$ cat src/rtl/net_pkg.sv
// Shared types and pairwise resolution rules for the 4-state net model.
// A 4-state bit is carried as a 2-bit code: 00=0, 01=1, 10=z, 11=x.
package net_pkg;

    typedef logic [1:0] logic4_t;

    localparam logic4_t L0 = 2'b00;
    localparam logic4_t L1 = 2'b01;
    localparam logic4_t LZ = 2'b10;
    localparam logic4_t LX = 2'b11;

    typedef enum logic [2:0] {
        NET_WIRE,
        NET_WAND,
        NET_WOR,
        NET_TRI0,
        NET_TRI1
    } net_mode_e;

    typedef enum logic {
        ST_INIT,
        ST_RUN
    } state_e;

    function automatic logic4_t resolve_wire(input logic4_t a, input logic4_t b);
        if (a == LZ) return b;
        if (b == LZ) return a;
        if (a == LX || b == LX || a != b) return LX;
        return a;
    endfunction

    function automatic logic4_t resolve_wand(input logic4_t a, input logic4_t b);
        if (a == L0 || b == L0) return L0;
        if (a == LX || b == LX) return LX;
        if (a == L1 || b == L1) return L1;
        return LZ;
    endfunction

    function automatic logic4_t resolve_wor(input logic4_t a, input logic4_t b);
        if (a == L1 || b == L1) return L1;
        if (a == LX || b == LX) return LX;
        if (a == L0 || b == L0) return L0;
        return LZ;
    endfunction

    // Per-bit value shown before the drivers are reflected on the net.
    function automatic logic4_t init_value(input net_mode_e mode, input logic connected);
        if (connected) return LX;
        if (mode == NET_TRI0) return L0;
        if (mode == NET_TRI1) return L1;
        return LZ;
    endfunction

endpackage

$ cat src/rtl/net_resolve_comb.sv
// Combinational N_DRV x WIDTH fold of all drivers into one resolved vector,
// plus a per-bit flag for strong 0/1 clashes in the wire-like net kinds.
module net_resolve_comb
    import net_pkg::*;
#(
    parameter int                N_DRV     = 4,
    parameter int                WIDTH     = 8,
    parameter net_mode_e         MODE      = NET_WIRE,
    parameter logic [N_DRV-1:0]  CONNECTED = '1
) (
    input  logic [N_DRV-1:0]         i_drv_en,
    input  logic [N_DRV*WIDTH*2-1:0] i_drv_val,
    output logic [WIDTH*2-1:0]       o_val,
    output logic [WIDTH-1:0]         o_clash
);

    localparam bit CLASH_MODE = (MODE == NET_WIRE) || (MODE == NET_TRI0) || (MODE == NET_TRI1);

    always_comb begin : p_fold
        logic4_t w_acc;
        logic4_t w_drv;
        logic    w_has0;
        logic    w_has1;
        o_val   = '0;
        o_clash = '0;
        w_acc   = LZ;
        w_drv   = LZ;
        w_has0  = 1'b0;
        w_has1  = 1'b0;
        for (int b = 0; b < WIDTH; b++) begin
            w_acc  = LZ;
            w_has0 = 1'b0;
            w_has1 = 1'b0;
            for (int d = 0; d < N_DRV; d++) begin
                // Absent or disabled drivers float, so they fold in as z.
                w_drv = (i_drv_en[d] && CONNECTED[d]) ? i_drv_val[d*2*WIDTH + 2*b +: 2] : LZ;
                case (MODE)
                    NET_WAND: w_acc = resolve_wand(w_acc, w_drv);
                    NET_WOR:  w_acc = resolve_wor(w_acc, w_drv);
                    default:  w_acc = resolve_wire(w_acc, w_drv);
                endcase
                w_has0 = w_has0 | (w_drv == L0);
                w_has1 = w_has1 | (w_drv == L1);
            end
            if (MODE == NET_TRI0 && w_acc == LZ) w_acc = L0;
            if (MODE == NET_TRI1 && w_acc == LZ) w_acc = L1;
            o_val[2*b +: 2] = w_acc;
            o_clash[b]      = CLASH_MODE && w_has0 && w_has1;
        end
    end

endmodule

$ cat src/rtl/net_resolver.sv
// Registered multi-driver net: INIT/RUN sequencing after reset, resolved value
// register, and conflict flag / sticky / saturating counter.
module net_resolver
    import net_pkg::*;
#(
    parameter int                N_DRV       = 4,
    parameter int                WIDTH       = 8,
    parameter net_mode_e         MODE        = NET_WIRE,
    parameter logic [N_DRV-1:0]  CONNECTED   = '1,
    parameter int                INIT_CYCLES = 2,
    parameter int                CNT_W       = 16
) (
    input  logic                     clk,
    input  logic                     rst,
    input  logic [N_DRV-1:0]         drv_en,
    input  logic [N_DRV*WIDTH*2-1:0] drv_val,
    input  logic                     clr_conflict,
    output logic [WIDTH*2-1:0]       net_val,
    output logic                     net_valid,
    output logic                     conflict,
    output logic                     conflict_sticky,
    output logic [CNT_W-1:0]         conflict_cnt,
    output state_e                   dbg_state
);

    localparam logic [WIDTH*2-1:0] INIT_VEC = {WIDTH{init_value(MODE, |CONNECTED)}};
    localparam logic [7:0]         INIT_LD  = 8'(INIT_CYCLES);
    localparam state_e             RST_ST   = (INIT_CYCLES == 0) ? ST_RUN : ST_INIT;

    state_e               r_state;
    state_e               w_state_nxt;
    logic [7:0]           r_init_cnt;
    logic [WIDTH*2-1:0]   r_net_val;
    logic                 r_valid;
    logic                 r_conf;
    logic                 r_sticky;
    logic [CNT_W-1:0]     r_cnt;
    logic [WIDTH*2-1:0]   w_res;
    logic [WIDTH-1:0]     w_clash;
    logic                 w_conf_now;

    net_resolve_comb #(
        .N_DRV     (N_DRV),
        .WIDTH     (WIDTH),
        .MODE      (MODE),
        .CONNECTED (CONNECTED)
    ) u_fold (
        .i_drv_en  (drv_en),
        .i_drv_val (drv_val),
        .o_val     (w_res),
        .o_clash   (w_clash)
    );

    always_comb begin
        w_state_nxt = r_state;
        w_conf_now  = 1'b0;
        case (r_state)
            ST_INIT: if (r_init_cnt <= 8'd1) w_state_nxt = ST_RUN;
            ST_RUN:  w_conf_now = |w_clash;
            default: w_state_nxt = ST_INIT;
        endcase
    end

    always_ff @(posedge clk) begin
        if (rst) begin
            r_state    <= RST_ST;
            r_init_cnt <= INIT_LD;
            r_net_val  <= INIT_VEC;
            r_valid    <= 1'b0;
            r_conf     <= 1'b0;
            r_sticky   <= 1'b0;
            r_cnt      <= '0;
        end else begin
            r_state <= w_state_nxt;
            r_conf  <= w_conf_now;
            if (r_state == ST_INIT) begin
                r_init_cnt <= r_init_cnt - 8'd1;
            end else begin
                r_net_val <= w_res;
                r_valid   <= 1'b1;
            end
            // A clear coinciding with a conflict still records that conflict.
            if (clr_conflict) begin
                r_sticky <= w_conf_now;
                r_cnt    <= w_conf_now ? CNT_W'(1) : '0;
            end else if (w_conf_now) begin
                r_sticky <= 1'b1;
                if (r_cnt != '1) r_cnt <= r_cnt + CNT_W'(1);
            end
        end
    end

    assign net_val         = r_net_val;
    assign net_valid       = r_valid;
    assign conflict        = r_conf;
    assign conflict_sticky = r_sticky;
    assign conflict_cnt    = r_cnt;
    assign dbg_state       = r_state;

endmodule

$ cat config.mk
export PLATFORM = sky130hd
export DESIGN_NAME = net_resolver
export DESIGN_NICKNAME = d
export VERILOG_FILES = /design/src/rtl/net_pkg.sv /design/src/rtl/net_resolve_comb.sv /design/src/rtl/net_resolver.sv
export SDC_FILE = /design/constraint.sdc
export NUM_CORES = 1
export LEC_CHECK = 0
export BUFFER_PORTS_ARGS = -buffer_cell sky130_fd_sc_hd__buf_2
export CAP_MARGIN = 20
export CORE_MARGIN = 3
export CORE_UTILIZATION = 50
export CTS_CLUSTER_SIZE = 28
export DETAILED_ROUTE_END_ITERATION = 8
export PLACE_DENSITY = 0.88
export SETUP_SLACK_MARGIN = 0.3
export SLEW_MARGIN = 20
export SYNTH_ARGS = -nofsm -noshare
export SYNTH_HDL_FRONTEND = slang
export SYNTH_SLANG_ARGS = --single-unit
$ cat constraint.sdc
create_clock -name clk -period 4.6 [get_ports clk]
set_clock_uncertainty 0.1 [all_clocks]
set_input_delay 0.23 -clock clk [delete_from_list [all_inputs] [get_ports clk]]
set_output_delay 0.23 -clock clk [all_outputs]
set_load 0.05 [all_outputs]
**Word level (Yosys, flattened, before mapping)**

Index checks and enable logic that the tools add are counted.

- Reduce and logical (&&, ||, !) cells: 92
- Order comparisons: 1
- Add/sub/neg operators: 2
- Bitwise operators: 48
- Mux-type cells: 329
- Equal/unequal tests: 153

Operator list:

| cell | count |
|---|---|
| $mux 2 | 176 |
| $eq 2x2->1 const B | 96 |
| $mux 1 | 150 |
| $eq 2x1->1 const B | 32 |
| $logic_not 2->1 | 32 |
| $logic_or 1x1->1 | 48 |
| $mux 16 | 3 |
| $ne 2x2->1 | 24 |
| $or 1x1->1 | 48 |
| $add 16x1->16 const B | 1 |
| $ne 16x16->1 const B | 1 |
| $le 8x1->1 const B | 1 |
| $logic_and 1x1->1 | 8 |
| $reduce_or 8->1 | 1 |
| $sub 8x1->8 const B | 1 |
| $reduce_bool 2->1 | 2 |
| $reduce_and 2->1 | 1 |

- Bits of input ports: 71
- Flip-flop bits (word level): 44

**Depth between registers and ports, before layout**

- Depth in word-level cells: 28
- Gate-level depth with buffers: 13

**Modules after synthesis**

Synthesis repeated with hierarchy kept, for this count alone.

- Cell total of the unflattened synthesis: 498
- Area total of the unflattened synthesis: 3832.4 um2

By module, submodules not included:

| module | seq. area each (um2) | area an instance (um2) | cells each | instances |
|---|---|---|---|---|
| net_resolver | 880.8 | 1931.9 | 205 | 1 |
| net_resolve_comb | 0.0 | 1900.6 | 293 | 1 |

**Least setup slack after synthesis**

No wires, ideal clock.

- Path kind: input to register
- Start point: input port drv_en[0]
- End point: register r_net_val[9] (netlist: net_val[9])
- Setup time: 0.122 ns
- Data required time: 4.378 ns
- Slack: 1.977 ns
- Arrival time: 2.401 ns
- Stages: 13
- Path through: buf_4 > buf_2 > buf_2 > clkbuf_1 > nand2_1 > ha_1 > nor3b_1 > a31oi_1 > o22ai_1 > nor2_1 > nor4b_1 > nor2_1 > a221o_1

- Cells in the longest elaborated chain, start to end: 28

Ends and longest elaborated chain:

| what | line | text |
|---|---|---|
| start: declaration | net_resolver.sv:15 | `input logic [N_DRV-1:0] drv_en,` |
| $mux 2 * | net_resolve_comb.sv:36 | `w_drv = (i_drv_en[d] && CONNECTED[d]) ? i_drv_val[d*2*WIDTH + 2*b +: 2] : LZ;` |
| $eq 2x2->1 | n/a |  |
| $logic_or 1x1->1 (2 in a row) | net_pkg.sv:28 | `if (a == LX \|\| b == LX \|\| a != b) return LX;` |
| $mux 1 (2 in a row) | net_pkg.sv:28 |  |
| $mux 1 | net_pkg.sv:27 | `if (b == LZ) return a;` |
| $mux 2 | net_pkg.sv:29 | `return a;` |
| $mux 2 | net_pkg.sv:28 |  |
| $mux 2 * | net_pkg.sv:27 |  |
| [8 not listed] | n/a |  |
| $mux 2 * | net_pkg.sv:27 |  |
| $eq 2x2->1 | net_pkg.sv:28 |  |
| $logic_or 1x1->1 (2 in a row) | net_pkg.sv:28 |  |
| $mux 1 (2 in a row) | net_pkg.sv:28 |  |
| $mux 1 | net_pkg.sv:27 |  |
| $mux 2 | net_pkg.sv:29 |  |
| $mux 2 | net_pkg.sv:28 |  |
| $mux 2 * | net_pkg.sv:27 |  |
| end signal: assignment | net_resolver.sv:79 | `r_net_val <= w_res;` |
| end: declaration | net_resolver.sv:33 | `logic [WIDTH*2-1:0] r_net_val;` |

Every way passes the cells marked *; elsewhere a longest branch is shown, timed or not. The select of a mux whose other input is x is not followed.
A chain may end at the register's enable or synchronous reset.

**Worst setup path in the final report**

- Start point: input port drv_en[0]
- End point: register r_cnt[6] (netlist: conflict_cnt[6])

- Cells in the longest elaborated chain, start to end: 10

Ends and longest elaborated chain:

| what | line | text |
|---|---|---|
| $mux 2 | net_resolve_comb.sv:36 |  |
| $eq 2x1->1 or $logic_not 2->1 (tied branches) | net_resolve_comb.sv:43, net_resolve_comb.sv:42 |  |
| $or 1x1->1 (on tied branches) (3 in a row) | net_resolve_comb.sv:43, net_resolve_comb.sv:42 |  |
| $logic_and 1x1->1 | net_resolve_comb.sv:48 | `o_clash[b] = CLASH_MODE && w_has0 && w_has1;` |
| $reduce_or 8->1 * | net_resolver.sv:59 | `ST_RUN: w_conf_now = \|w_clash;` |
| $mux 1 * | net_resolver.sv:57 | `case (r_state)` |
| $reduce_bool 2->1 (no line) * | n/a |  |
| $reduce_and 2->1 (no line) * | n/a |  |
| end signal: assignment | net_resolver.sv:85 | `r_cnt <= w_conf_now ? CNT_W'(1) : '0;` |
| end signal: assignment | net_resolver.sv:88 | `if (r_cnt != '1) r_cnt <= r_cnt + CNT_W'(1);` |
| end: declaration | net_resolver.sv:37 | `logic [CNT_W-1:0] r_cnt;` |

Every way passes the cells marked *; elsewhere a longest branch is shown, timed or not.

==> impl_metrics.py <==
metrics = {
    "outcome": {
        "status": "finished clean",
    },
    "grt": {
        "grt.met3_usage_pct": 3.04,
        "grt_overflow_total": 0,
        "grt_util_met2_pct": 39.0,
        "grt-busiest-layer": "met2",
        "grt.met1_usage_pct": 31.8,
        "grt_pass1_vias": 3783,
        "grt_max_degree": 41,
        "antenna_found_initial": 1,
        "grt_use_total_pct": 23.7,
        "grt_first_pass_wirelength_um": 17300,
    },
    "cells_and_area": {
        "layout-drive-gt1-share_pct": 23.1,
        "area_growth_pct": 16.2,
        "nNetsFinal": 697,
    },
    "synth": {
        "yosysSeqAreaShare_pct": 22.6,
        "syn-num-nets": 609,
        "ys_ff_latch": 44,
        "avgSynthCellArea_um2": 7.58,
        "synth-edff-count": 0,
        "synth_cells": 514,
        "ys_types": 65,
        "synth-async-reset-ratio_pct": 0,
        "synth_ff_type": "dfxtp_1",
        "syn_area_um2": 3900,
        "synth_warnings": 0,
    },
    "power_and_ir_drop": {
        "power_switching_w": 0.000618,
        "intPower_w": 0.000842,
        "seqPwrFrac_pct": 35.8,
        "power_leakage_nw": 1.88,
        "p_total_w": 0.00146,
        "switching_share_pct": 42.3,
        "cellPowerDensity_nw_per_um2": 322,
        "irDropWorstVdd_mv": 0.118,
        "p_clk_share_pct": 20.5,
        "comb_power_share_pct": 43.7,
    },
    "cts": {
        "tritoncts": "built",
        "clkTransAtPathRegs_ps": 90,
        "cts.repair.resized": 0,
        "holdBufCountCts": 0,
        "postCtsSetupRepairBufs": 0,
        "cts_root_buffer": "clkbuf_8",
        "cts_buffer_depth": 2,
        "cts-buffers-inserted": 5,
        "h-tree-depth": 2,
        "insertion_delay_ps": 310,
        "cts.sinks": 44,
    },
    "sta": {
        "rsz0062_at_grt": "false",
        "fmax_mhz": 390,
        "fin_setup_tns_ps": 0,
        "drv_slew": 0,
        "min_period_ps": 2560,
        "min_period_over_period_pct": 55.7,
        "hold_viol": 0,
        "relSlewSlack_pct": 58.6,
        "setup_viol": 0,
        "tightest_slew_ps": 621,
    },
    "route": {
        "antenna_left": 0,
        "drt-total-wl_um": 10700,
        "vias_per_cell": 5.91,
        "wire_per_inst_um": 15.2,
        "dr.pass1.iters": 5,
        "drtIter0Drc": 268,
        "vias": 4152,
        "drc_errors": 0,
    },
    "worst_hold_path": {
        "holdPathStages": 3,
        "holdCritPathClass": "primary input to flop",
        "hold_end": "conflict_cnt[11]",
        "hold_path_startpoint": "clr_conflict",
    },
    "worst_setup_path": {
        "cp-end-kind": "flop",
        "start_kind": "primary input",
        "cp_max_fo": 40,
        "rr_startpoint": "conflict_cnt[2]",
        "worst_ep_arrival_time_ps": 2670,
        "path_class": "primary input to flop",
        "r2r_cells": 7,
        "r2r_end": "conflict_cnt[0]",
        "critPathLaunch": "drv_en[0]",
        "cp.required_ps": 4710,
        "r2r_slack_ps": 2140,
    },
    "place": {
        "dp_hpwl_um": 8270,
        "port_buffers": 106,
        "place_congestion": 0.935,
    },
    "die": {
        "initial_core_util_pct": 52.6,
        "num_rows": 31,
        "die_y_um": 94.3,
        "chipWidth_um": 94.3,
        "ioPinCount": 107,
        "core_area_um2": 7410,
        "die_area_um2": 8890,
    },
    "flow_run": {
        "max_cap_violations": 0,
    },
}
## synth_stat cells, types with 7 or more instances
cell      number  share of area (%)
a21oi_1       18                2.3
nand2_1       56                5.4
a31oi_1        9                1.4
ha_1          24                7.7
nand2b_1      20                3.2
nor2b_1        8                1.3
o21ai_0       41                5.3
nor2_1        38                3.7
a211oi_1       7                1.3
o22ai_1        8                1.3
nand3b_1      25                4.8
xnor2_1        9                2.0
clkbuf_1      16                1.5
a21boi_0       8                1.5
inv_1         29                2.8
nand3_1       18                2.3
dfxtp_1       44                 23
nor3b_1       22                4.2
## cells in the final DEF (no fill, tap or decap), types with 4 or more instances in the layout
| cell | Yosys | layout |
|---|---|---|
| and2_1 | 4 | 4 |
| ha_1 | 24 | 24 |
| o2111ai_1 | 6 | 6 |
| mux2i_1 | 5 | 5 |
| nand3b_1 | 25 | 25 |
| or3b_1 | 4 | 4 |
| a31oi_1 | 9 | 9 |
| nor2_1 | 38 | 38 |
| xnor2_1 | 9 | 9 |
| xor2_1 | 4 | 4 |
| nand4_1 | 5 | 5 |
| or2_2 | 4 | 4 |
| nand2_1 | 56 | 56 |
| dfxtp_1 | 44 | 44 |
| o221ai_1 | 4 | 4 |
| a211oi_1 | 7 | 7 |
| or3b_2 | 6 | 6 |
| nor3b_1 | 22 | 22 |
| o22ai_1 | 8 | 8 |
| nand2b_1 | 20 | 20 |
| a21boi_0 | 8 | 8 |
| buf_2 | 3 | 106 |
| o21ai_0 | 41 | 41 |
| and3_1 | 5 | 5 |
| clkbuf_8 | 0 | 5 |
| nand3_1 | 18 | 18 |
| a21oi_1 | 18 | 18 |
| inv_1 | 29 | 29 |
| nor2b_1 | 8 | 8 |
## final cells by class
type                            count  area, um^2
Antenna cell                        1        2.50
Clock buffer                        5        68.8
Clock inverter                      3        42.5
Fill cell                         655        2880
Inverter                           30         113
Multi-Input combinational cell    414        2760
Sequential cell                    44         881
Tap cell                           99         124
Timing Repair Buffer              107         538
## power by group through the flow
stage          logic, W  registers, W  clock network [W]
2_1_floorplan  0.000326      0.000669                  0
3_3_place_gp   0.000612      0.000525                  0
3_5_place_dp   0.000634      0.000530                  0
4_1_cts        0.000637      0.000522           0.000304
5_1_grt        0.000701      0.000531           0.000318
6_report       0.000637      0.000523           0.000299
## critical path, cell delays in order
cell	delay, ps
buf_2	490
nor3b_1	300
o21ai_0	140
and4_1	250
and4bb_1	360
a211oi_4	530
a211oi_1	140
a31o_2	220
## stage by stage
step | instances | area (um^2) | hold slack, ps | util (%) | worst slack (ps)
6_report | 703 | 4530 | 219 | 61.2 | 2040
5_1_grt | 703 | 4530 | 236 | 61.2 | 1870
4_1_cts | 702 | 4530 | 213 | 61.1 | 2060
3_5_place_dp | 694 | 4420 | 341 | 59.6 | 1760
3_3_place_gp | 694 | 4420 | 330 | 59.6 | 1800
2_1_floorplan | 514 | 3900 | 306 | - | 1980
## per-layer routing
| layer | routed length (um) | up-vias | share of wire, % |
|---|---|---|---|
| met4 | 282 | 0 | 2.6 |
| met2 | 4970 | 195 | 47 |
| li1 | - | 2046 | - |
| met1 | 4620 | 1887 | 43 |
| met5 | 0 | - | 0 |
| met3 | 791 | 24 | 7.4 |
## cells by family after synthesis
kind of cell	after synthesis	share of synthesized area, %
DFF	44	22.6
and+or+nand+nor	233	33.9
adders and majority gates	24	7.70
AOI/OAI and AO/OA	137	24.4
muxes	7	1.86
buffers and inverters	56	6.55
xor gates and xnor gates	13	2.92
## registers in the layout (all words and copies together) (netlist names)
register         flops
conflict_sticky      1
net_val             16
conflict             1
net_valid            1
conflict_cnt        16
r_init_cnt           8
dbg_state            1
## how the worst max path moves through the flow
stage / endpoint
2_1_floorplan: net_val[9]
3_3_place_gp: conflict_cnt[6]
3_5_place_dp: conflict_cnt[6]
4_1_cts: conflict_cnt[6]
5_1_grt: conflict_cnt[6]
6_report: conflict_cnt[6]
(Power assumes the default switching activity.)
